## src/rtl/medidor_tempo_if.sv

```systemverilog
// Key-hold duration measurement bus: arm/key/metronome inputs and beat-count results.
interface medidor_tempo_if;
  logic       iniciar;
  logic       tecla_ativa;
  logic       metro_tick;
  logic [3:0] tempo;
  logic [3:0] tempo_baixo;
  logic       meio_metro;
  logic       estouro;
  logic       medindo;
  logic       medida_pronta;
  logic       timeout;

  modport master (
    output iniciar, tecla_ativa, metro_tick,
    input  tempo, tempo_baixo, meio_metro, estouro, medindo, medida_pronta, timeout
  );

  modport slave (
    input  iniciar, tecla_ativa, metro_tick,
    output tempo, tempo_baixo, meio_metro, estouro, medindo, medida_pronta, timeout
  );
endinterface

```

## src/rtl/medidor_tempo.sv

```systemverilog
// Measures key-hold time in metronome half-beats and produces beat counts for the tempo comparator.
// Optional ESPERA timeout enabled by defining MEDIDOR_TIMEOUT_EN.
module medidor_tempo #(
  parameter int unsigned TIMEOUT_MEIOS = 16
) (
  input logic            clock,
  input logic            reset,
  medidor_tempo_if.slave bus
);

  localparam int unsigned H_W    = 5;
  localparam int unsigned CNT_W  = 8;
  localparam logic [H_W-1:0]   H_MAX  = 5'd29;
  localparam logic [CNT_W-1:0] TO_LIM = 8'(TIMEOUT_MEIOS);

  localparam logic [1:0] OCIOSO  = 2'd0;
  localparam logic [1:0] ESPERA  = 2'd1;
  localparam logic [1:0] MEDINDO = 2'd2;
  localparam logic [1:0] PRONTO  = 2'd3;

  logic [1:0]     state, state_nxt;
  logic [H_W-1:0] h, h_nxt;
  logic           tecla_d;
  logic [3:0]     tempo_r, tempo_nxt;
  logic [3:0]     baixo_r, baixo_nxt;
  logic           meio_r, meio_nxt;
  logic           estouro_r, estouro_nxt;
  logic           medindo_r, medindo_nxt;
  logic           pronta_r, pronta_nxt;
  logic           press_c;

`ifdef MEDIDOR_TIMEOUT_EN
  logic [CNT_W-1:0] cnt, cnt_nxt;
  logic             timeout_r, timeout_nxt;
`endif

  assign press_c = bus.tecla_ativa & ~tecla_d;

  // Next-state and next-output decode; iniciar overrides every state
  always_comb begin
    state_nxt   = state;
    h_nxt       = h;
    tempo_nxt   = tempo_r;
    baixo_nxt   = baixo_r;
    meio_nxt    = meio_r;
    estouro_nxt = estouro_r;
`ifdef MEDIDOR_TIMEOUT_EN
    cnt_nxt     = cnt;
    timeout_nxt = 1'b0;
`endif
    if (bus.iniciar) begin
      state_nxt   = ESPERA;
      h_nxt       = '0;
      tempo_nxt   = '0;
      baixo_nxt   = '0;
      meio_nxt    = 1'b0;
      estouro_nxt = 1'b0;
`ifdef MEDIDOR_TIMEOUT_EN
      cnt_nxt     = '0;
`endif
    end else begin
      case (state)
        ESPERA: begin
          if (press_c) begin
            state_nxt = MEDINDO;
            h_nxt     = '0;
          end
`ifdef MEDIDOR_TIMEOUT_EN
          else if (bus.metro_tick) begin
            if ((9'(cnt) + 9'd1) >= 9'(TO_LIM)) begin
              state_nxt   = OCIOSO;
              timeout_nxt = 1'b1;
              cnt_nxt     = '0;
            end else begin
              cnt_nxt = 8'(cnt + 8'd1);
            end
          end
`endif
        end
        MEDINDO: begin
          if (bus.tecla_ativa) begin
            if (bus.metro_tick) begin
              if (h == H_MAX) estouro_nxt = 1'b1;
              else            h_nxt       = 5'(h + 5'd1);
            end
          end else begin
            // Release: latch the beat values; a tick in this cycle is dropped
            tempo_nxt = h[4:1] + 4'd1;
            baixo_nxt = h[4:1];
            meio_nxt  = h[0];
            state_nxt = PRONTO;
          end
        end
        PRONTO:  state_nxt = OCIOSO;
        default: state_nxt = OCIOSO;
      endcase
    end
    medindo_nxt = (state_nxt == MEDINDO);
    pronta_nxt  = (state_nxt == PRONTO);
  end

  always_ff @(posedge clock) begin
    if (!reset) begin
      state     <= OCIOSO;
      h         <= '0;
      tecla_d   <= 1'b0;
      tempo_r   <= '0;
      baixo_r   <= '0;
      meio_r    <= 1'b0;
      estouro_r <= 1'b0;
      medindo_r <= 1'b0;
      pronta_r  <= 1'b0;
    end else begin
      state     <= state_nxt;
      h         <= h_nxt;
      tecla_d   <= bus.tecla_ativa;
      tempo_r   <= tempo_nxt;
      baixo_r   <= baixo_nxt;
      meio_r    <= meio_nxt;
      estouro_r <= estouro_nxt;
      medindo_r <= medindo_nxt;
      pronta_r  <= pronta_nxt;
    end
  end

`ifdef MEDIDOR_TIMEOUT_EN
  always_ff @(posedge clock) begin
    if (!reset) begin
      cnt       <= '0;
      timeout_r <= 1'b0;
    end else begin
      cnt       <= cnt_nxt;
      timeout_r <= timeout_nxt;
    end
  end

  assign bus.timeout = timeout_r;
`else
  logic unused_cfg;
  assign unused_cfg  = ^TO_LIM;
  assign bus.timeout = 1'b0;
`endif

  assign bus.tempo         = tempo_r;
  assign bus.tempo_baixo   = baixo_r;
  assign bus.meio_metro    = meio_r;
  assign bus.estouro       = estouro_r;
  assign bus.medindo       = medindo_r;
  assign bus.medida_pronta = pronta_r;

endmodule

```

## src/flat_wrapper.sv

```systemverilog
// flat-port wrapper written by rule: the top's interface ports become plain ports
module medidor_tempo_flat 
#(
  parameter int unsigned TIMEOUT_MEIOS = 16
)
  (clock, reset, bus_iniciar, bus_tecla_ativa, bus_metro_tick, bus_tempo, bus_tempo_baixo, bus_meio_metro, bus_estouro, bus_medindo, bus_medida_pronta, bus_timeout);
  medidor_tempo_if bus_i ();
  input logic clock;
  input logic reset;
  input wire logic [$bits(bus_i.iniciar)-1:0] bus_iniciar;
  input wire logic [$bits(bus_i.tecla_ativa)-1:0] bus_tecla_ativa;
  input wire logic [$bits(bus_i.metro_tick)-1:0] bus_metro_tick;
  output wire logic [$bits(bus_i.tempo)-1:0] bus_tempo;
  output wire logic [$bits(bus_i.tempo_baixo)-1:0] bus_tempo_baixo;
  output wire logic [$bits(bus_i.meio_metro)-1:0] bus_meio_metro;
  output wire logic [$bits(bus_i.estouro)-1:0] bus_estouro;
  output wire logic [$bits(bus_i.medindo)-1:0] bus_medindo;
  output wire logic [$bits(bus_i.medida_pronta)-1:0] bus_medida_pronta;
  output wire logic [$bits(bus_i.timeout)-1:0] bus_timeout;
  assign bus_i.iniciar = bus_iniciar;
  assign bus_i.tecla_ativa = bus_tecla_ativa;
  assign bus_i.metro_tick = bus_metro_tick;
  assign bus_tempo = bus_i.tempo;
  assign bus_tempo_baixo = bus_i.tempo_baixo;
  assign bus_meio_metro = bus_i.meio_metro;
  assign bus_estouro = bus_i.estouro;
  assign bus_medindo = bus_i.medindo;
  assign bus_medida_pronta = bus_i.medida_pronta;
  assign bus_timeout = bus_i.timeout;
  medidor_tempo #(.TIMEOUT_MEIOS(TIMEOUT_MEIOS)) u_core (.clock(clock), .reset(reset), .bus(bus_i));
endmodule
```

## config.mk

```make
export PLATFORM = sky130hd
export DESIGN_NAME = medidor_tempo_flat
export DESIGN_NICKNAME = d
export VERILOG_FILES = /design/src/rtl/medidor_tempo_if.sv /design/src/rtl/medidor_tempo.sv /design/src/flat_wrapper.sv
export SDC_FILE = /design/constraint.sdc
export NUM_CORES = 1
export LEC_CHECK = 0
export BUFFER_PORTS_ARGS = -buffer_cell sky130_fd_sc_hd__buf_2
export CAP_MARGIN = 30
export CORE_ASPECT_RATIO = 1.2
export CORE_MARGIN = 3
export CORE_UTILIZATION = 47
export DETAILED_ROUTE_END_ITERATION = 12
export PLACE_DENSITY = 0.72
export SLEW_MARGIN = 20
export SYNTH_ARGS = -nofsm -noshare
export SYNTH_HDL_FRONTEND = slang
export SYNTH_SLANG_ARGS = --single-unit
```

## constraint.sdc

```tcl
create_clock -name clock -period 1.5 [get_ports clock]
set_input_delay 0.225 -clock clock [delete_from_list [all_inputs] [get_ports clock]]
set_output_delay 0.225 -clock clock [all_outputs]
set_load 0.005 [all_outputs]
```

==> results.toml <==
[worst_setup_path]
worstPathArrival_ns = 1.86
reg2reg_to = "u_core.h[4]"
crit_chain = "inv_2 -> ha_4 -> nand2b_4 -> o2111ai_4 -> or4_4 -> a31oi_1"
r2r_start = "u_core.state[0]"
critical_path_depth = 6
max_stage_delay_ns = 0.51
cp_num_buf_inv = 1
r2r_setup_slack_ns = -0.13
worst_setup_path_end_kind = "flop"
worst_r2r_path_depth = 6
critPathTopFamily = "simple AND/OR/NAND/NOR gates"
worstPathMaxFanout = 6
worstSetupStartpointType = "flop"
crit_type = "reg2reg"
crit_slowest_cell = "or4_4"
startpoint = "u_core.state[0]"
critPathRequiredTime_ns = 1.73
endpoint = "u_core.h[4]"

[place]
hpwlAfterDp_um = 1340
place.gp.congestion = 0.828
dpl.cell_count = 144
numPortBuffers = 16
place_area_sq_mm = 0.00108

[yosys]
yosys_warnings = 0
yosysSeqAreaShare_pct = 44.1
netlist_area_sq_um = 907
ys.flop_type = "dfxtp_1"
synth_cell_types = 31
ys_seq_elements = 20
synth_nets = 117
synth_edf_count = 0
synthArstFlopShare_pct = 0
netlist_instances = 107
postSynthAreaPerCell_sq_um = 8.48

[power]
p_leak_nw = 0.485
total_power_uw = 922
ir_drop_mv = 0.463
p_per_area_mw_per_mm2 = 770

[status]
status = "finished with violations"
violations = "setup timing"

[layout]
antenna_cells = 0
fin_cells = 154
n_fill_cell = 135
post-route-cell-area_sq_mm = 0.00120
final_common_cell = "dfxtp_1"
area_growth_pct = 31.9
drive_above_1_share_pct = 33.8
final_cell_mix = "dfxtp_1 (18), nand2_1 (16), buf_2 (16)"
nNetsFinal = 147

[timing]
hold_violations = 0
fin_crit_ns = 1.63
fin_crit_sh_pct = 108
maxSlewViolCount = 0
setup-tns-final_ns = -0.208
fmax_ghz = 0.615
setup_violations = 3
rsz0062_at_grt = "true"
worst_hold_slack_ns = 0.173
fin_skew_ns = 0.00307
finalWorstSetupSlack_ns = -0.127

[floorplanning]
die_w_um = 46.1
num_io_pins = 18
initial_core_util_pct = 52.7
core.rowCount = 16
die_area_sq_mm = 0.00250
design.core.area_sq_mm = 0.00172
die_h_um = 54.1

[global_routing]
antenna_found_initial = 0
grt_pass1_wl_um = 3350
globalRouteOverflowTotal = 0
grtUsageTotal_pct = 18.6
grt_pass1_vias = 814
grt_max_degree = 12

[cts]
cts_hold_repair.buffers = 0
cts_tree = "done"
htreeDepth = 1
clk_path_buf_depth = 2
insertion_delay_ns = 0.30
path_clk_slew_ns = 0.11
cts.sinks = 20
root_buffer = "clkbuf_4"
numCtsBuffers = 3

[route]
drt_wl_total_um = 2090
first_iter_violations = 23
viasPerCell = 5.52
vias = 850
ant_nets = 0
wire_per_inst_um = 13.6
dr.pass1.iters = 6
drc = 0

[flow_run]
maxCapViolCount = 0

[min_path]
holdPathStages = 2
hold_class = "in2reg"
## worst min path at each step
stage	from	end	slack [ns]
after floorplan	reset	u_core.state[0]	0.35
after global placement	u_core.bus.tempo_baixo[3]	u_core.bus.tempo_baixo[3]	0.44
after detailed placement	u_core.bus.tempo_baixo[1]	u_core.bus.tempo_baixo[1]	0.44
after CTS	reset	u_core.state[0]	0.17
after global routing	reset	u_core.state[0]	0.18
final	reset	u_core.tecla_d	0.17
## synth_stat cells (3+ instances only)
cell     instances  area [sq um]
a21oi_1         13          65.1
dfxtp_1         20           400
ha_1             5          62.6
inv_1            5          18.8
nand2_1         16          60.1
nand3_1          4          20.0
nor2_1           7          26.3
o21ai_0          5          25.0
or4_1            3          22.5
## cells by family after synthesis
family                   synth area share [%]
AND/OR/NAND/NOR                          23.2
AO/OA/AOI/OAI                            18.3
flip-flops                               44.1
buffers and inverters                    5.10
adder cells (fa/ha/maj)                  6.90
XOR/XNOR                                 1.93
other                                   0.413
## report_power, final
part	internal (mW)	total (mW)	switching, mW
Sequential	0.534	0.537	0.00353
Clock	0.148	0.318	0.170
Combinational	0.0325	0.0664	0.0339
Total	0.714	0.922	0.207
## registers in the layout (all words and copies together) (netlist names)
name                      count
u_core.state                  2
u_core.bus.tempo              4
u_core.bus.tempo_baixo        4
u_core.bus.meio_metro         1
u_core.tecla_d                1
u_core.bus.medindo            1
u_core.h                      5
u_core.bus.estouro            1
u_core.bus.medida_pronta      1
## per-layer routing
metal,global-route usage [%],share of wire (%)
met3,4.01,3.9
met1,21.0,41
met2,32.6,54
met5,0,0
met4,8.53,1.1
## final cells by class
type / count / area [sq um] / share of cell area (%)
Multi-Input combinational cell: 77 / 532 / 44.5
Timing Repair Buffer: 29 / 178 / 14.9
Tap cell: 18 / 22.5 / 1.88
Clock buffer: 4 / 36.3 / 3.03
Inverter: 6 / 22.5 / 1.88
Sequential cell: 20 / 405 / 33.9
## repair_timing
| item | in CTS | in global routing |
|---|---|---|
| resized for setup | 3 | 6 |
| setup endpoints to repair | 3 | 9 |
| pin swaps | 6 | 4 |
| setup buffers | 5 | 1 |
## per-stage QoR
stage	setup WS (ns)	utilization, %
2_1_floorplan	0.0151	-
3_3_place_gp	-0.0386	62.9
3_5_place_dp	-0.0879	62.9
4_1_cts	-0.121	67.6
5_1_grt	-0.179	69.5
6_report	-0.127	69.5
Power figures use the tool's default switching activity.
